### src/rtl/seg_pkg.sv
// -----------------------------------------------------------------------------
// seg_pkg
// Shared constants for the scanned 7-segment display path.
//   - NIBBLE_W          : width of one display digit code
//   - SEG_0 .. SEG_F    : active-high segment patterns, bit6..bit0 = g..a
//   - SEG_OFF           : all segments dark
// No ports (package).
// -----------------------------------------------------------------------------
package seg_pkg;

   localparam int NIBBLE_W = 4;

   localparam logic [6:0] SEG_OFF = 7'b0000000;

   localparam logic [6:0] SEG_0 = 7'b0111111;
   localparam logic [6:0] SEG_1 = 7'b0000110;
   localparam logic [6:0] SEG_2 = 7'b1011011;
   localparam logic [6:0] SEG_3 = 7'b1001111;
   localparam logic [6:0] SEG_4 = 7'b1100110;
   localparam logic [6:0] SEG_5 = 7'b1101101;
   localparam logic [6:0] SEG_6 = 7'b1111101;
   localparam logic [6:0] SEG_7 = 7'b0000111;
   localparam logic [6:0] SEG_8 = 7'b1111111;
   localparam logic [6:0] SEG_9 = 7'b1101111;
   localparam logic [6:0] SEG_A = 7'b1110111;
   localparam logic [6:0] SEG_B = 7'b1111100;
   localparam logic [6:0] SEG_C = 7'b0111001;
   localparam logic [6:0] SEG_D = 7'b1011110;
   localparam logic [6:0] SEG_E = 7'b1111001;
   localparam logic [6:0] SEG_F = 7'b1110001;

endpackage

### src/rtl/seg_hex_decode.sv
// -----------------------------------------------------------------------------
// seg_hex_decode
// Combinational hex nibble to 7-segment decoder (active-high).
// Ports:
//   nibble  in  4  hex digit 0..F
//   pattern out 7  segments, bit6..bit0 = g..a
// -----------------------------------------------------------------------------
module seg_hex_decode
   import seg_pkg::*;
(
   input  logic [NIBBLE_W-1:0] nibble,
   output logic [6:0]          pattern
);

   always_comb begin
      pattern = SEG_OFF;
      case (nibble)
         4'h0: pattern = SEG_0;
         4'h1: pattern = SEG_1;
         4'h2: pattern = SEG_2;
         4'h3: pattern = SEG_3;
         4'h4: pattern = SEG_4;
         4'h5: pattern = SEG_5;
         4'h6: pattern = SEG_6;
         4'h7: pattern = SEG_7;
         4'h8: pattern = SEG_8;
         4'h9: pattern = SEG_9;
         4'hA: pattern = SEG_A;
         4'hB: pattern = SEG_B;
         4'hC: pattern = SEG_C;
         4'hD: pattern = SEG_D;
         4'hE: pattern = SEG_E;
         4'hF: pattern = SEG_F;
         default: pattern = SEG_OFF;
      endcase
   end

endmodule

### src/rtl/seg_scan_display.sv
// -----------------------------------------------------------------------------
// seg_scan_display
// Time-multiplexed 7-segment driver. Inputs are captured into a pending
// buffer on load and committed to the display buffer only at the frame-end
// cycle, so a frame never shows a mix of old and new digits.
//
// Optional feature macro: SEG_BLINK_EN
//   defined     : free-running blink counter and blink_phase gate blink_mask
//   not defined : blink logic removed, blink_mask and BLINK_DIV ignored
//
// Ports:
//   clk         in  1          system clock
//   resetn      in  1          synchronous reset, active-high
//   num         in  4*DIGITS   nibble array, digit i = num[4i+3:4i]
//   dp          in  DIGITS     decimal point request per digit
//   blank_mask  in  DIGITS     1 forces digit dark
//   blink_mask  in  DIGITS     1 makes digit blink
//   load        in  1          capture strobe for num/dp/blank_mask/blink_mask
//   seg         out 7          segments g..a (registered)
//   dp_out      out 1          decimal point of the enabled digit (registered)
//   an          out DIGITS     one-hot digit enable (registered)
//   frame_done  out 1          one-cycle pulse when an switches to digit 0
// -----------------------------------------------------------------------------
module seg_scan_display
   import seg_pkg::*;
#(
   parameter int DIGITS      = 4,
   parameter int REFRESH_DIV = 100000,
   parameter int BLINK_DIV   = 25000000,
   parameter int ACTIVE_LOW  = 0
)(
   input  logic                       clk,
   input  logic                       resetn,
   input  logic [NIBBLE_W*DIGITS-1:0] num,
   input  logic [DIGITS-1:0]          dp,
   input  logic [DIGITS-1:0]          blank_mask,
   input  logic [DIGITS-1:0]          blink_mask,
   input  logic                       load,
   output logic [6:0]                 seg,
   output logic                       dp_out,
   output logic [DIGITS-1:0]          an,
   output logic                       frame_done
);

   localparam int RW = (REFRESH_DIV > 1) ? $clog2(REFRESH_DIV) : 1;
   localparam int IW = $clog2(DIGITS);
   localparam logic [RW-1:0] REF_LAST = RW'(REFRESH_DIV - 1);
   localparam logic [IW-1:0] IDX_LAST = IW'(DIGITS - 1);
   localparam logic          INV      = (ACTIVE_LOW != 0);

   logic [RW-1:0]                ref_cnt;
   logic [IW-1:0]                idx;
   logic                         wrap_d;
   logic                         pend_valid;
   logic [NIBBLE_W*DIGITS-1:0]   pend_num, disp_num;
   logic [DIGITS-1:0]            pend_dp, disp_dp;
   logic [DIGITS-1:0]            pend_blank, disp_blank;

   logic                         ref_tc;
   logic                         frame_end;
   logic                         dark;
   logic [NIBBLE_W-1:0]          cur_nibble;
   logic [6:0]                   cur_pattern;
   logic [6:0]                   seg_next;
   logic                         dp_next;
   logic [DIGITS-1:0]            an_next;

   assign ref_tc    = (ref_cnt == REF_LAST);
   assign frame_end = ref_tc && (idx == IDX_LAST);

`ifdef SEG_BLINK_EN
   localparam int BW = (BLINK_DIV > 1) ? $clog2(BLINK_DIV) : 1;
   localparam logic [BW-1:0] BLINK_LAST = BW'(BLINK_DIV - 1);

   logic [BW-1:0]     blink_cnt;
   logic              blink_phase;
   logic [DIGITS-1:0] pend_blink, disp_blink;

   // Blink timing runs on its own and is not tied to the scan.
   always_ff @(posedge clk) begin
      if (resetn) begin
         blink_cnt   <= '0;
         blink_phase <= 1'b0;
         pend_blink  <= '0;
         disp_blink  <= '0;
      end else begin
         if (blink_cnt == BLINK_LAST) begin
            blink_cnt   <= '0;
            blink_phase <= ~blink_phase;
         end else begin
            blink_cnt <= blink_cnt + 1'b1;
         end
         if (load) pend_blink <= blink_mask;
         if (frame_end) begin
            if (load)            disp_blink <= blink_mask;
            else if (pend_valid) disp_blink <= pend_blink;
         end
      end
   end

   assign dark = disp_blank[idx] | (disp_blink[idx] & blink_phase);
`else
   logic unused_blink_cfg;
   assign unused_blink_cfg = ^{blink_mask, 32'(BLINK_DIV)};
   assign dark = disp_blank[idx];
`endif

   assign cur_nibble = disp_num[idx*NIBBLE_W +: NIBBLE_W];

   seg_hex_decode u_decode (
      .nibble  (cur_nibble),
      .pattern (cur_pattern)
   );

   // A dark digit keeps its anode enabled; only segments and dp go off.
   assign seg_next = dark ? SEG_OFF : cur_pattern;
   assign dp_next  = disp_dp[idx] & ~dark;
   assign an_next  = DIGITS'(1) << idx;

   always_ff @(posedge clk) begin
      if (resetn) begin
         ref_cnt    <= '0;
         idx        <= '0;
         wrap_d     <= 1'b0;
         pend_valid <= 1'b0;
         pend_num   <= '0;
         pend_dp    <= '0;
         pend_blank <= '0;
         disp_num   <= '0;
         disp_dp    <= '0;
         disp_blank <= '0;
         seg        <= {7{INV}};
         dp_out     <= INV;
         an         <= {DIGITS{INV}};
         frame_done <= 1'b0;
      end else begin
         ref_cnt <= ref_tc ? '0 : ref_cnt + 1'b1;
         if (ref_tc) idx <= (idx == IDX_LAST) ? '0 : idx + 1'b1;

         // wrap_d delays the wrap by one cycle so frame_done lines up with
         // the output register that first shows digit 0.
         wrap_d <= frame_end;

         if (load) begin
            pend_num   <= num;
            pend_dp    <= dp;
            pend_blank <= blank_mask;
         end
         // A load landing on the frame-end cycle bypasses pending.
         if (frame_end) begin
            pend_valid <= 1'b0;
            if (load) begin
               disp_num   <= num;
               disp_dp    <= dp;
               disp_blank <= blank_mask;
            end else if (pend_valid) begin
               disp_num   <= pend_num;
               disp_dp    <= pend_dp;
               disp_blank <= pend_blank;
            end
         end else if (load) begin
            pend_valid <= 1'b1;
         end

         seg        <= seg_next ^ {7{INV}};
         dp_out     <= dp_next ^ INV;
         an         <= an_next ^ {DIGITS{INV}};
         frame_done <= wrap_d;
      end
   end

endmodule
### config.mk
export PLATFORM = sky130hd
export DESIGN_NAME = seg_scan_display
export DESIGN_NICKNAME = d
export VERILOG_FILES = /design/src/rtl/seg_pkg.sv /design/src/rtl/seg_hex_decode.sv /design/src/rtl/seg_scan_display.sv
export SDC_FILE = /design/constraint.sdc
export NUM_CORES = 1
export LEC_CHECK = 0
export ABC_AREA = 1
export CORE_ASPECT_RATIO = 1.1
export CORE_MARGIN = 3
export CORE_UTILIZATION = 57
export DETAILED_ROUTE_END_ITERATION = 8
export DONT_BUFFER_PORTS = 1
export PLACE_DENSITY = 0.74
export SLEW_MARGIN = 25
export SYNTH_ARGS = -nofsm -noshare
export SYNTH_HDL_FRONTEND = slang
export SYNTH_SLANG_ARGS = --single-unit
### constraint.sdc
create_clock -name clk -period 1.6 [get_ports clk]
set_input_delay 0.32 -clock clk [delete_from_list [all_inputs] [get_ports clk]]
set_output_delay 0.32 -clock clk [all_outputs]
set_load 0.02 [all_outputs]
==> results of run 1 <==
==> per-stage QoR <==
stage               instances  cell area (sq um)  util, %  hold slack [ps]  setup slack [ps]
global placement          576               4001    63.08            396.8             38.97
CTS                       591               4198    66.17            14.89             6.964
finish                    599               4403    69.41            26.81             42.91
detailed placement        576               4001    63.08            398.8             4.935
global route              599               4403    69.41            5.333            -48.31
floorplan                 497               3842        -            388.3             28.29
==> power groups by stage <==
stage | combinational, mW | sequential (mW) | clock (mW)
global route | 0.186 | 2.13 | 1.59
finish | 0.162 | 2.12 | 1.48
CTS | 0.158 | 2.12 | 1.50
global placement | 0.154 | 2.17 | 0
detailed placement | 0.157 | 2.17 | 0
floorplan | 0.144 | 2.16 | 0
==> critical path: cells and delay by family, from the launching register on <==
| family | cells | cell delay [ps] |
|---|---|---|
| buffers and inverters | 4 | 530 |
| and+or+nand+nor | 5 | 480 |
| DFF | 1 | 390 |
| AOI/OAI and AO/OA | 1 | 50 |
==> cell usage after synthesis <==
cell type | number | area (sq um)
nor2_8 | 2 | 40.04
xor2_1 | 8 | 70.07
inv_1 | 68 | 255.2
o211ai_1 | 3 | 22.52
nand2_1 | 82 | 307.8
nor3b_1 | 1 | 7.510
or2_2 | 2 | 12.51
a21oi_1 | 17 | 85.08
nand4_1 | 26 | 162.7
dfxtp_1 | 82 | 1642
inv_2 | 8 | 30.03
nor2_1 | 80 | 300.3
or2_0 | 1 | 6.260
nor2_2 | 3 | 18.77
buf_4 | 3 | 22.52
nand4_4 | 1 | 21.27
nand2_2 | 18 | 112.6
nand4_2 | 1 | 12.51
clkbuf_1 | 5 | 18.77
o21ai_4 | 1 | 16.27
clkinv_1 | 1 | 3.750
o21ai_1 | 1 | 5.000
nor3_1 | 10 | 50.05
buf_6 | 4 | 45.04
nor2_4 | 1 | 11.26
nand3_1 | 13 | 65.06
nand3_2 | 1 | 10.01
mux2i_1 | 24 | 240.2
buf_2 | 9 | 45.04
xnor2_1 | 2 | 17.52
o21ai_0 | 10 | 50.05
ha_1 | 9 | 112.6
==> worst max path at each step <==
stage / from / endpoint / slack [ps] / depth (start not counted)
2_1_floorplan: idx[0] / seg[4] / 30 / 10
6_report: idx[0] / seg[4] / 40 / 10
4_1_cts: idx[0] / seg[0] / 7 / 8
3_3_place_gp: idx[0] / seg[3] / 40 / 8
3_5_place_dp: idx[0] / seg[6] / 5 / 10
5_1_grt: ref_cnt[7] / disp_num[6] / -50 / 9
==> layer usage <==
layer  track usage (%)  wire (um)  vias up
met1             25.34       3558     1412
li1                  -          -     1594
met4             8.579        171        0
met2             33.88       3852       71
met5                 0          0        -
met3             5.571        410       17
==> flip-flops by register name (all words and copies together), names as in the netlist <==
signal / cells
ref_cnt: 17
pend_blank: 4
pend_num: 16
frame_done: 1
pend_dp: 4
disp_blank: 4
pend_valid: 1
disp_num: 16
seg: 7
dp_out: 1
idx: 2
disp_dp: 4
an: 4
wrap_d: 1
==> kinds of logic after synthesis <==
logic type / Yosys count / share of synthesized area (%)
mux: 24 / 6.289
fa+ha+maj: 9 / 2.948
simple gates: 242 / 29.81
compound gates: 32 / 4.684
xor+xnor: 10 / 2.293
flops: 82 / 42.97
buf+inv: 98 / 11.01
==> final cells by class <==
type | count | area [sq um]
tap | 80 | 100.1
fill | 515 | 1941
clock inverter | 5 | 55.05
clock buffer | 10 | 137.6
inverter | 77 | 291.5
multi-input combinational | 317 | 1857
timing repair buffer | 28 | 306.5
sequential | 82 | 1655
==> repair_timing <==
action | CTS | global route
pin swaps | 0 | 19
setup endpoints to repair | 5 | 47
setup buffers | 0 | 5
resized for setup | 2 | 35
endpoints found under the hold margin | 0 | 0
cloned | 0 | 3
==> results.py, run 1 <==
metrics = {
    "run_status": {
        "status": "finished, final reports clean",
    },
    "synthesis": {
        "ys_seq_elements": 82,
        "syn_area_sq_mm": 0.003820,
        "synth_cells": 497,
        "yosys_warnings": 0,
        "avgSynthCellArea_sq_um": 7.686,
        "synth_fp_nets": 537,
        "ys_types": 32,
        "seq_area_frac_synth_pct": 42.97,
    },
    "pwr": {
        "p_int_mw": 2.907,
        "combinationalPowerShare_pct": 4.3,
        "power.static_leakage_nw": 1.973,
        "power_frac_clock_pct": 39.3,
        "p_seq_share_pct": 56.4,
        "power.density_mw_per_mm2": 853.7,
        "ir_drop_uv": 792.3,
        "p_sw_share_pct": 22.65,
        "p_total_mw": 3.759,
        "p_switching_mw": 0.8513,
    },
    "grt": {
        "grt_first_pass_wirelength_um": 12930,
        "grt_pass1_vias": 2958,
        "antenna_found_initial": 0,
        "grt_max_degree": 32,
        "gr-usage-all-layers_pct": 20.59,
        "gr-total-overflow": 0,
    },
    "setup_path": {
        "rr_endpoint": "seg[4]",
        "r2r-start": "idx[0]",
        "rrSetupSlack_ps": 40,
        "critPathMaxStageDelay_ps": 390,
        "crit_slowest_cell": "dfxtp_4",
        "crit_path_end_kind": "flip-flop",
        "required_ps": 1850,
        "worstSetupPathType": "flip-flop to flip-flop",
        "worstPathCellList": "buf_6 -> buf_4 -> buf_6 -> nand2_2 -> nand3_2 -> nand2_2 -> buf_4 -> or2_4 -> nand3_2 -> a21oi_1",
        "arrival_ps": 1810,
        "r2r_cells": 10,
        "critPathLaunchType": "flip-flop",
        "crit_path_max_fanout": 7,
    },
    "placement": {
        "place_congestion": 0.7997,
        "hpwl_um": 5260,
        "portBuffers": 0,
    },
    "clocking": {
        "hold_buffers": 0,
        "cts_num_sinks": 82,
        "cts_tree": "done",
        "cts_max_path_buffers": 2,
        "cts_made_buffers": 9,
        "clock_latency_ps": 350,
        "cts_root_buf": "clkbuf_8",
        "clk_pin_slew_ps": 80,
        "htree_levels": 3,
    },
    "timing": {
        "tightest_slew_ps": 302.6,
        "slew_viol_final": 0,
        "hold_violations": 0,
        "fin_worst_skew_ps": 9.010,
        "fmax_mhz": 642.2,
        "slew_headroom_pct": 79.75,
        "rsz0062_at_grt": "true",
        "fin_crit_sh_pct": 97.32,
        "min_period_ps": 1557,
        "finalSetupViolCount": 0,
        "fin_tns_setup_ps": 0,
    },
    "flow_run": {
        "drv_cap": 0,
    },
    "floorplan": {
        "rows": 30,
        "die-area_sq_mm": 0.007721,
        "start_util_pct": 60.22,
        "ioPinCount": 44,
        "fp.dieH_um": 91.86,
        "die_x_um": 84.06,
        "core-area_sq_mm": 0.006344,
    },
    "final_layout": {
        "area_delta_synth_final_pct": 15.26,
        "mostFrequentLayoutCells": "80 x nor2_1, 77 x dfxtp_1, 75 x nand2_1",
        "finalNetCount": 555,
        "antennaDiodeCount": 0,
        "drive_gt1_share_pct": 20.42,
        "final_common_cell": "nor2_1",
    },
    "route": {
        "drtAntennaViolNets": 0,
        "drtIter0Drc": 146,
        "wire_per_inst_um": 13.34,
        "drt_first_pass_iters": 4,
        "routed_wl_um": 7992,
        "vias": 3094,
        "viasPerCell": 5.165,
        "drc_errors": 0,
    },
    "worst_hold_path": {
        "holdPathEnd": "pend_blank[0]",
        "whs_path_depth": 1,
        "min_from": "resetn",
        "hp-class": "input port to flip-flop",
    },
}
Note: power is estimated with default switching activity, not from simulation.
==> run 2: changes to the inputs <==
- ABC_CLOCK_PERIOD_IN_PS: default -> 1600
- MAX_ROUTING_LAYER: default -> met4
==> run 2 against run 1 <==
Against the previous run: sequential cell count unchanged; global-route usage grew 0.63 points; die area did not move; hold slack hardly changed; register-to-register slack barely moved; via count rose by 0.36%; combinational power about the same; clock-buffer cell count stayed put; non-clock buffer count is the same; sequential share of layout area did not move; critical path type unchanged; largest cell class unchanged; highest routed layer unchanged.
==> results.py, run 2 (synthesis results as in run 1) <==
metrics = {
    "run_status": {
        "status": "finished, final reports clean",
    },
    "setup_path": {
        "arrival_ps": 1810,
        "critPathLaunchType": "flip-flop",
        "rrSetupSlack_ps": 40,
        "r2r-start": "idx[0]",
        "required_ps": 1850,
        "crit_path_max_fanout": 7,
        "rr_endpoint": "seg[4]",
        "crit_path_end_kind": "flip-flop",
        "r2r_cells": 10,
        "worstSetupPathType": "flip-flop to flip-flop",
    },
    "route": {
        "drtAntennaViolNets": 0,
        "vias": 3105,
        "drtIter0Drc": 143,
        "drc_errors": 0,
        "routed_wl_um": 7967,
        "wire_per_inst_um": 13.30,
        "drt_first_pass_iters": 4,
        "viasPerCell": 5.184,
    },
    "clocking": {
        "cts_tree": "done",
        "clk_pin_slew_ps": 80,
        "cts_max_path_buffers": 2,
        "cts_num_sinks": 82,
        "cts_root_buf": "clkbuf_8",
        "clock_latency_ps": 350,
        "cts_made_buffers": 9,
        "htree_levels": 3,
    },
    "final_layout": {
        "antennaDiodeCount": 0,
        "area_delta_synth_final_pct": 15.26,
        "final_core_util_pct": 69.41,
        "largest_reg_flops": 17,
        "reg_top3": "ref_cnt (17), disp_num (16), pend_num (16)",
        "finalNetCount": 555,
        "mostFrequentLayoutCells": "80 x nor2_1, 77 x dfxtp_1, 75 x nand2_1",
        "largest_register": "ref_cnt",
        "num-fill-cells": 515,
        "final_cell_count_no_fill": 599,
        "final_common_cell": "nor2_1",
        "drive_gt1_share_pct": 20.42,
    },
    "worst_hold_path": {
        "whs_path_depth": 1,
        "min_from": "resetn",
        "holdPathEnd": "pend_blank[0]",
        "hp-class": "input port to flip-flop",
    },
    "placement": {
        "portBuffers": 0,
        "pre_cts_slack_ps": 4.935,
        "hpwl_um": 5260,
        "place_congestion": 0.8112,
        "dp.cells": 576,
    },
    "floorplan": {
        "die_x_um": 84.06,
        "die-area_sq_mm": 0.007721,
        "start_util_pct": 60.22,
        "ioPinCount": 44,
        "rows": 30,
        "core-area_sq_mm": 0.006344,
        "fp.dieH_um": 91.86,
    },
    "grt": {
        "grt_first_pass_wirelength_um": 12940,
        "gr-total-overflow": 0,
        "gr-usage-all-layers_pct": 21.22,
        "grt_pass1_vias": 2960,
        "antenna_found_initial": 0,
        "grt_max_degree": 32,
    },
    "pwr": {
        "power.static_leakage_nw": 1.973,
        "ir_drop_uv": 791.4,
        "power.density_mw_per_mm2": 852.0,
    },
    "timing": {
        "rsz0062_at_grt": "true",
        "setup_ws_ps": 37.14,
        "hold_ws_ps": 27.30,
        "hold_violations": 0,
        "fin_worst_skew_ps": 9.809,
        "finalSetupViolCount": 0,
        "tightest_slew_ps": 302.6,
        "slew_viol_final": 0,
        "fmax_mhz": 639.9,
        "fin_tns_setup_ps": 0,
        "min_period_ps": 1563,
        "fin_crit_sh_pct": 97.68,
        "slew_headroom_pct": 79.75,
    },
    "flow_run": {
        "drv_cap": 0,
    },
}
## run 2: metal layers
layer	global-route usage, %	part of all wire, %	vias up
li1	-	-	1592
met1	25.45	45	1426
met2	33.88	48	70
met3	5.660	4.9	17
met4	8.579	2.1	0
met5	-	0	-
## run 2: worst max path at each step
stage | start | to | slack (ps) | cells past startpoint
after floorplan | idx[0] | seg[4] | 30 | 10
after global placement | idx[0] | seg[3] | 40 | 8
after detailed placement | idx[0] | seg[6] | 5 | 10
after CTS | idx[0] | seg[0] | 7 | 8
after global routing | ref_cnt[7] | disp_num[6] | -50 | 9
final | idx[0] | seg[4] | 40 | 10
## run 2: stage by stage
step / total power [mW] / area, sq um
after global routing: 3.904 / 4403
after global placement: 2.321 / 4001
after floorplan: 2.308 / 3842
after detailed placement: 2.327 / 4001
final: 3.751 / 4403
after CTS: 3.781 / 4198
## run 2: power by group
group / total [mW] / switching (mW) / internal, mW
clock network: 1.47 / 0.720 / 0.749
logic: 0.162 / 0.0928 / 0.0696
registers: 2.12 / 0.0312 / 2.09
## run 2: area by class of cell
class / count / area, sq um / area share, %
Timing Repair Buffer: 28 / 306.5 / 6.962
Inverter: 77 / 291.5 / 6.621
Clock buffer: 10 / 137.6 / 3.126
Tap cell: 80 / 100.1 / 2.273
Clock inverter: 5 / 55.05 / 1.250
Sequential cell: 82 / 1655 / 37.60
Multi-Input combinational cell: 317 / 1857 / 42.17
## run 2: timing repair
item / in CTS / in global routing
setup endpoints to repair: 5 / 47
gates cloned: 0 / 3
setup buffers: 0 / 5
pin swaps: 0 / 19
resized for setup: 2 / 35
hold buffers: 0 / 0
## run 2: worst max-delay path, cell delays in order (launching register included)
cell	delay, ps
dfxtp_4	390
buf_6	130
buf_4	140
buf_6	120
nand2_2	60
nand3_2	80
nand2_2	70
buf_4	150
or2_4	220
nand3_2	50
a21oi_1	50
==> run 3: changes to the inputs <==
- HOLD_SLACK_MARGIN: default -> 0.05
==> run 3 against run 2 <==
Against the previous run: cell count up 0.17%; core utilization increased by 0.079 points; non-clock buffer count up 1; first-iteration DRC count rose by 19%; global-route usage increased by 0.097 points; die area stayed put; maximum frequency is 0.13% higher; critical path depth unchanged; critical path type unchanged; largest cell class unchanged; highest routed layer unchanged.
==> results.py, run 3 (synthesis results as in run 1) <==
metrics = {
    "route": {
        "top_layer": "met4",
        "wire_per_inst_um": 13.28,
        "drtAntennaViolNets": 0,
        "m1WireLength_um": 3634,
        "viasPerCell": 5.153,
        "wl_met2_um": 3843,
        "drt_first_pass_iters": 4,
        "routed_wl_um": 7968,
        "drtIter0Drc": 170,
        "vias": 3092,
        "wl_met3_um": 341,
        "drc_errors": 0,
    },
    "timing": {
        "fin_crit_sh_pct": 97.55,
        "hold_violations": 0,
        "tightest_slew_ps": 537.3,
        "fin_tns_setup_ps": 0,
        "slew_headroom_pct": 64.18,
        "hold_ws_ps": 130.3,
        "min_period_ps": 1561,
        "finalSetupViolCount": 0,
        "slew_viol_final": 0,
        "fin_worst_skew_ps": 9.325,
        "fmax_mhz": 640.7,
        "rsz0062_at_grt": "true",
    },
    "placement": {
        "place_congestion": 0.8112,
        "dp.cells": 576,
        "portBuffers": 0,
        "hpwl_um": 5260,
    },
    "clocking": {
        "htree_levels": 3,
        "cts_made_buffers": 9,
        "clock_latency_ps": 360,
        "clk_pin_slew_ps": 80,
        "cts_max_path_buffers": 2,
        "cts_num_sinks": 82,
        "cts_root_buf": "clkbuf_8",
        "cts_tree": "done",
    },
    "final_layout": {
        "seq_area_sq_mm": 0.001655,
        "antennaDiodeCount": 0,
        "largest_reg_flops": 17,
        "multi_input_area_sq_mm": 0.001857,
        "final_common_cell": "nor2_1",
        "reg_top3": "ref_cnt (17), disp_num (16), pend_num (16)",
        "finalNetCount": 556,
        "final_core_util_pct": 69.49,
        "final_cell_count_no_fill": 600,
        "drive_gt1_share_pct": 20.58,
        "mostFrequentLayoutCells": "80 x nor2_1, 77 x dfxtp_1, 75 x nand2_1",
        "largest_register": "ref_cnt",
        "num-fill-cells": 515,
        "area_delta_synth_final_pct": 15.39,
    },
    "setup_path": {
        "r2r_cells": 10,
        "crit_slowest_cell": "dfxtp_4",
        "cp_top_family": "buffers and inverters",
        "worstPathCellList": "buf_6 -> buf_4 -> buf_6 -> nand2_2 -> nand3_2 -> nand2_2 -> buf_4 -> or2_4 -> nand3_2 -> a21oi_1",
        "critPathMaxStageDelay_ps": 390,
        "cp_num_buf_inv": 4,
        "cp.depth": 10,
        "crit_path_end": "seg[4]",
        "rrSetupSlack_ps": 40,
        "cp-startpoint": "idx[0]",
        "worstSetupPathType": "flip-flop to flip-flop",
        "crit_path_end_kind": "flip-flop",
        "required_ps": 1850,
        "r2r-start": "idx[0]",
        "rr_endpoint": "seg[4]",
        "critPathLaunchType": "flip-flop",
        "crit_path_max_fanout": 7,
        "arrival_ps": 1810,
    },
    "grt": {
        "grt_first_pass_wirelength_um": 12970,
        "grt_pass1_vias": 2961,
        "antenna_found_initial": 0,
        "grt_max_degree": 31,
        "gr-total-overflow": 0,
        "gr-usage-all-layers_pct": 21.32,
    },
    "worst_hold_path": {
        "whs_path_depth": 2,
        "hp-class": "input port to flip-flop",
    },
    "floorplan": {
        "die-area_sq_mm": 0.007721,
        "rows": 30,
        "fp.dieH_um": 91.86,
        "ioPinCount": 44,
        "start_util_pct": 60.22,
        "core-area_sq_mm": 0.006344,
        "die_x_um": 84.06,
    },
    "pwr": {
        "power.static_leakage_nw": 1.977,
        "power_frac_clock_pct": 39.1,
        "p_total_mw": 3.768,
        "combinationalPowerShare_pct": 4.6,
        "p_seq_share_pct": 56.3,
        "p_sw_share_pct": 22.82,
        "ir_drop_uv": 791.1,
        "p_int_mw": 2.908,
        "p_switching_mw": 0.8600,
        "power.density_mw_per_mm2": 854.8,
    },
    "flow_run": {
        "drv_cap": 0,
    },
    "run_status": {
        "status": "finished, final reports clean",
    },
}
==> run 3: cell count changes in the layout (fill, tap and decap cells not counted), sizes merged <==
| cell | before | now |
|---|---|---|
| buf | 26 | 27 |
==> run 3: through the flow <==
step	instance area [sq um]	setup slack (ps)
3_3_place_gp	4001	38.97
3_5_place_dp	4001	4.935
5_1_grt	4408	-48.30
4_1_cts	4208	6.964
2_1_floorplan	3842	28.29
6_report	4408	39.22
==> run 3: layer usage <==
layer	vias to the layer above	global-route usage (%)
met5	-	-
met4	0	8.579
met3	15	5.660
met2	71	33.95
met1	1408	25.68
li1	1598	-
==> run 3: power groups by stage <==
stage | Sequential (mW) | Combinational (mW) | Clock (mW)
6_report | 2.12 | 0.174 | 1.47
5_1_grt | 2.13 | 0.200 | 1.59
4_1_cts | 2.12 | 0.172 | 1.50
3_5_place_dp | 2.17 | 0.157 | 0
3_3_place_gp | 2.17 | 0.154 | 0
2_1_floorplan | 2.16 | 0.144 | 0
==> run 3: timing repair <==
item / in CTS / in global routing
hold endpoints to repair: 30 / 0
pin swaps: 0 / 19
gates resized for setup: 2 / 35
buffers inserted: 0 / 5
gates cloned: 0 / 3
setup endpoints to repair: 5 / 47
hold buffers: 1 / 0
==> run 3: worst register-to-register path: cells and delay by family, from the launching register on <==
kind,cells,cell delay (ps)
buffers and inverters,4,530
AND/OR/NAND/NOR,5,480
flip-flops,1,390
AO/OA/AOI/OAI,1,50
==> run 3: worst min path at each step <==
stage               slack, ps           from       endpoint
CTS                       120           load     pend_valid
floorplan                 390         wrap_d     frame_done
global placement          400         resetn  pend_blank[3]
global route              140  blank_mask[2]  pend_blank[2]
finish                    130           load     pend_valid
detailed placement        400         resetn          an[0]
==> run 3: final cells by class <==
cell class / instances / area share (%)
flip-flops and latches: 82 / 37.55
clock buffers: 10 / 3.122
multi-input cells: 317 / 42.12
clock inverters: 5 / 1.249
well taps: 80 / 2.271
repair buffers: 29 / 7.068
inverters: 77 / 6.614
==> variant 1 (flow settings as in run 3) <==
`REFRESH_DIV`: 100000 -> 200000.
--- a/src/rtl/seg_scan_display.sv
+++ b/src/rtl/seg_scan_display.sv
@@ -25,7 +25,7 @@
    import seg_pkg::*;
 #(
    parameter int DIGITS      = 4,
-   parameter int REFRESH_DIV = 100000,
+   parameter int REFRESH_DIV = 200000,
    parameter int BLINK_DIV   = 25000000,
    parameter int ACTIVE_LOW  = 0
 )(
Check against the original RTL: same outputs for any inputs over 10 cycles, from zero or initial values and one cycle with resetn high; that may be too few to reach the edited logic, so the function may still have changed.
==> variant 1 against run 3 <==
Wire length is 2.4% higher; power is 2.0% higher; cell area is 0.82% higher; critical endpoint is now seg[3]; synthesized area is 2.8% higher; via count is 6.9% higher; sequential cell count is 1 higher; utilization is 2.5 points lower; global-route usage is 0.80 points higher; worst setup slack better by 0.027 ns.
==> variant 1: results (changes against run 3) <==
[outcome]
outcome=finished clean  ; unchanged

[placed_design]
place.gp.congestion=0.908  ; was 0.811
dp_slack_ns=-0.0372  ; was 0.00494 ns
placed_cell_area_um2=4120  ; was 4000 um^2
dp_hpwl_mm=5.67  ; was 5.26 mm
dpl.cell_count=623  ; was 576

[clock_tree]
clockBufferDepth=2  ; unchanged
clk-insertion-delay-late_ns=0.36  ; about the same

[layout]
fin_nets=597  ; was 556
top_regs=ref_cnt: 18 flops, disp_num: 16 flops, pend_num: 16 flops  ; was ref_cnt: 17 flops, disp_num: 16 flops, pend_num: 16 flops
layoutNonFillerInstCount=644  ; was 600
final_layout_size_suffix_gt1_share_pct=15.1  ; was 20.6%
fillers=553  ; was 515

[global_routing]
grt_max_degree=27  ; was 31
grt_pass1_wl_mm=13.8  ; was 13.0 mm
grt_pass1_vias=3165  ; was 2961
grtUsageTotal_pct=22.1  ; was 21.3%

[sta]
tightestPinTransition_ns=0.515  ; was 0.537 ns
finalClockSkew_ns=0.00703  ; was 0.00933 ns
finalHoldWorstSlack_ns=0.102  ; was 0.130 ns

[routing]
dr.first_iter.drc_count=155  ; was 170
wl_mm=8.16  ; was 7.97 mm
drtPass1Iterations=5  ; was 4
vias=3306  ; was 3092

[synthesis]
synth.avg_cell_area_um2=7.28  ; was 7.69 um^2
syn_nets=580  ; was 537
synthMuxAreaShare_pct=6.11  ; was 6.29%
synthTopCellsByArea=dfxtp_1, nand2_1, nor2_1  ; unchanged
synth_compound_area_share_pct=4.59  ; was 4.68%
synthAdderAreaFrac_pct=2.87  ; was 2.95%
synth_cell_types=31  ; was 32
ys_seq_area_share_pct=42.3  ; was 43.0%
synth-xor-area-share_pct=1.11  ; was 2.29%

[setup_path]
crit_path_max_incr_delay_ns=0.34  ; was 0.39 ns
worstPathArrival_ns=1.78  ; was 1.81 ns
path_max_fanout=8  ; was 7
ff2ff_path_depth=9  ; was 10
reg2reg_to=seg[3]  ; was seg[4]
crit_slowest_cell=dfxtp_2  ; was dfxtp_4
rrSetupSlack_ns=0.07  ; was 0.04 ns

[min_path]
hold_end=ref_cnt[4]  ; was pend_valid
worstHoldStart=resetn  ; was load

[pwr]
leakagePower_nw=1.91  ; was 1.98 nW
irDropWorstVdd_v=0.000730  ; was 0.000791 V

variant 1: cell types whose count changed after synthesis, sizes merged, moves of 2 or more:
cell,change
a21oi,+3
buf,+3
nand2,+21
nand3,+12
nand4,+2
nor2,+12
nor3,-4
o21ai,-2
or2,-2
xor2,-5
variant 1: cell families (layout without fill, tap and decap cells):
family                     after synthesis  in the layout
DFF                                     83             83
AOI/OAI and AO/OA                       34             34
adders and majority gates                9              9
buffers and inverters                  100            122
muxes                                   24             24
and+or+nand+nor                        285            285
xor gates and xnor gates                 5              5
variant 1: power breakdown:
group / switching, mW / leakage [nW] / internal [mW] / total, mW
clock network: 0.793 / 0.0894 / 0.728 / 1.52
logic: 0.102 / 1.14 / 0.0713 / 0.173
registers: 0.0319 / 0.679 / 2.12 / 2.15
variant 1: final cells by class:
type	instances	area [um^2]	share of cell area, %
multi-input combinational	357	1910	43.0
inverter	77	289	6.50
tap	82	103	2.31
sequential	83	1670	37.5
clock inverter	7	76.3	1.72
clock buffer	9	124	2.79
timing repair buffer	29	273	6.14
variant 1: per-layer routing:
metal | track usage, % | wire length, um | vias to the layer above
met5 | - | 0 | -
met4 | 6.73 | 191 | 0
met3 | 5.81 | 465 | 19
met2 | 37.3 | 3950 | 90
met1 | 25.8 | 3550 | 1464
li1 | - | - | 1733
variant 1: how the worst max path moves through the flow:
stage	startpoint	end	slack (ns)	depth (start not counted)
6_report	idx[0]	seg[3]	0.07	9
5_1_grt	idx[0]	seg[1]	0.0008	10
4_1_cts	idx[0]	seg[3]	-0.008	9
3_5_place_dp	idx[0]	seg[3]	-0.04	9
3_3_place_gp	idx[0]	seg[3]	0.04	9
2_1_floorplan	idx[0]	seg[3]	0.003	10
variant 1: repair_timing:
| item | 4_1_cts | 5_1_grt |
|---|---|---|
| endpoints found under the setup margin | 3 | 51 |
| cloned | 0 | 0 |
| setup buffers | 0 | 4 |
| gates resized for setup | 2 | 24 |
| hold buffers | 1 | 0 |
| pin swaps | 2 | 9 |
| endpoints found under the hold margin | 26 | 0 |
==> variant 2 (flow settings as in run 3) <==
Made on the original files. Add an input register stage for `num`, `dp` and `blank_mask`, with the module's reset; this delays them by one clock. The other inputs are not delayed to match.
--- a/src/rtl/seg_scan_display.sv
+++ b/src/rtl/seg_scan_display.sv
@@ -47,6 +47,22 @@
    localparam logic [RW-1:0] REF_LAST = RW'(REFRESH_DIV - 1);
    localparam logic [IW-1:0] IDX_LAST = IW'(DIGITS - 1);
    localparam logic          INV      = (ACTIVE_LOW != 0);
+
+   logic [NIBBLE_W*DIGITS-1:0] num_q;
+   logic [DIGITS-1:0] dp_q;
+   logic [DIGITS-1:0] blank_mask_q;
+
+   always_ff @(posedge clk) begin
+      if (resetn) begin
+         num_q        <= '0;
+         dp_q         <= '0;
+         blank_mask_q <= '0;
+      end else begin
+         num_q        <= num;
+         dp_q         <= dp;
+         blank_mask_q <= blank_mask;
+      end
+   end
 
    logic [RW-1:0]                ref_cnt;
    logic [IW-1:0]                idx;
@@ -142,17 +158,17 @@
          wrap_d <= frame_end;
 
          if (load) begin
-            pend_num   <= num;
-            pend_dp    <= dp;
-            pend_blank <= blank_mask;
+            pend_num   <= num_q;
+            pend_dp    <= dp_q;
+            pend_blank <= blank_mask_q;
          end
          // A load landing on the frame-end cycle bypasses pending.
          if (frame_end) begin
             pend_valid <= 1'b0;
             if (load) begin
-               disp_num   <= num;
-               disp_dp    <= dp;
-               disp_blank <= blank_mask;
+               disp_num   <= num_q;
+               disp_dp    <= dp_q;
+               disp_blank <= blank_mask_q;
             end else if (pend_valid) begin
                disp_num   <= pend_num;
                disp_dp    <= pend_dp;
Formal check against the unedited RTL: same outputs for any inputs over 10 cycles, from zero or initial values and one cycle with resetn high; that may be too few to reach the edited logic, so the function may still have changed.
==> variant 2 against run 3 <==
The run now ends with setup timing left; critical endpoint is now disp_num[10]; wire length increased by 15%; sequential cell count increased by 24; cell area increased by 21%; sequential power increased by 30%; non-clock buffer count increased by 25; critical path type unchanged; power increased by 24%; worst setup slack got worse by 0.040 ns; final cell count increased by 23%; synthesized area increased by 17%.
==> variant 2: results (changes against run 3) <==
[placed_design]
placed_cell_area_um2=4660  ; was 4000 um^2
place.gp.congestion=0.831  ; was 0.811
dp_hpwl_mm=5.56  ; was 5.26 mm
dpl.cell_count=688  ; was 576

[layout]
nNonClkInverters=104  ; was 77
seq-cell-share_pct=39.9  ; was 37.6%
multi_input_cells=354  ; was 317
multiInputGateArea_um2=1930  ; was 1860 um^2
bufAreaShareNonClock_pct=10.3  ; was 7.07%
signal_buffers=54  ; was 29
fillers=581  ; was 515
layoutNonFillerInstCount=738  ; was 600
final_layout_size_suffix_gt1_share_pct=14.5  ; was 20.6%
fin_nets=669  ; was 556
register_area_um2=2140  ; was 1660 um^2
final-clk-cell-share_pct=3.88  ; was 4.37%

[synthesis]
synth_common_cells=nand2_1, dfxtp_1, nor2_1  ; was dfxtp_1, nand2_1, nor2_1
ys_seq_area_share_pct=47.7  ; was 43.0%
synthAdderAreaFrac_pct=2.53  ; was 2.95%
synth-xor-area-share_pct=1.18  ; was 2.29%
synthMuxAreaShare_pct=5.40  ; was 6.29%
synth_cell_types=29  ; was 32
synth_compound_area_share_pct=3.77  ; was 4.68%
synth.avg_cell_area_um2=7.60  ; was 7.69 um^2
synthTopCellsByArea=dfxtp_1, nand2_1, nor2_1  ; unchanged
syn_nets=626  ; was 537
syn_inst=586  ; was 497

[global_routing]
grt_use_met2_pct=37.4  ; was 33.9%
grtUsageMet3_pct=2.90  ; was 5.66%
grt_pass1_vias=3470  ; was 2961
grtUsageTotal_pct=21.1  ; was 21.3%
grt_pass1_wl_mm=14.9  ; was 13.0 mm
grtUsageMet1_pct=23.7  ; was 25.7%

[setup_path]
path_max_fanout=11  ; was 7
worstPathArrival_ns=1.87  ; was 1.81 ns

[pwr]
p_comb_uw=236  ; was 174 uW
fin_total_pwr_mw=4.68  ; was 3.77 mW
leakagePower_nw=2.47  ; was 1.98 nW
power.switching_mw=1.07  ; was 860 uW

[routing]
dr.first_iter.drc_count=123  ; was 170
wl_met2_mm=4.60  ; was 3.84 mm
met3WireLength_um=354  ; was 341 um
vias=3639  ; was 3092

[sta]
setup-tns-final_ns=-0.00116  ; was 0 ns
setup_viol=1  ; was 0
slew_headroom_pct=80.9  ; was 64.2%
worst_slack_ns=-0.00116  ; was 0.0392 ns

[clock_tree]
path_clk_slew_ns=0.10  ; was 0.08 ns
cts_sinks=106  ; was 82

[outcome]
outcome=complete, but fails checks  ; was finished clean
violations=setup timing

[variant 2: cell types whose count changed in the layout (fill, tap and decap cells not counted), moves of 15 or more]
cell                  run 3  this run
dlygate4sd3_1             0        22
nand2_2                  24         9
inv_1                    64        95
dfxtp_1                  77       101
nand2_1                  75       100
nor2_1                   80       101
[variant 2: final timing paths]
check,startpoint,end,slack [ns],cells after the start
min,num[6],num_q[6],0.06,2
max reg2reg,ref_cnt[1],disp_num[10],-0.001,9
min reg2reg,wrap_d,frame_done,0.42,2
max,ref_cnt[1],disp_num[10],-0.001,9
[variant 2: critical path, delay by kind of cell (launching register included)]
family | cells | cell delay (ns)
flip-flops | 1 | 0.39
buffers and inverters | 1 | 0.21
adder cells (fa/ha/maj) | 1 | 0.15
AND/OR/NAND/NOR | 7 | 0.75
[variant 2: timing repair]
item | CTS | global route
endpoints found under the setup margin | 34 | 51
hold buffers | 23 | 0
pin swaps | 3 | 10
endpoints found under the hold margin | 54 | 0
gates cloned | 1 | 4
setup buffers | 1 | 6
gates resized for setup | 6 | 37
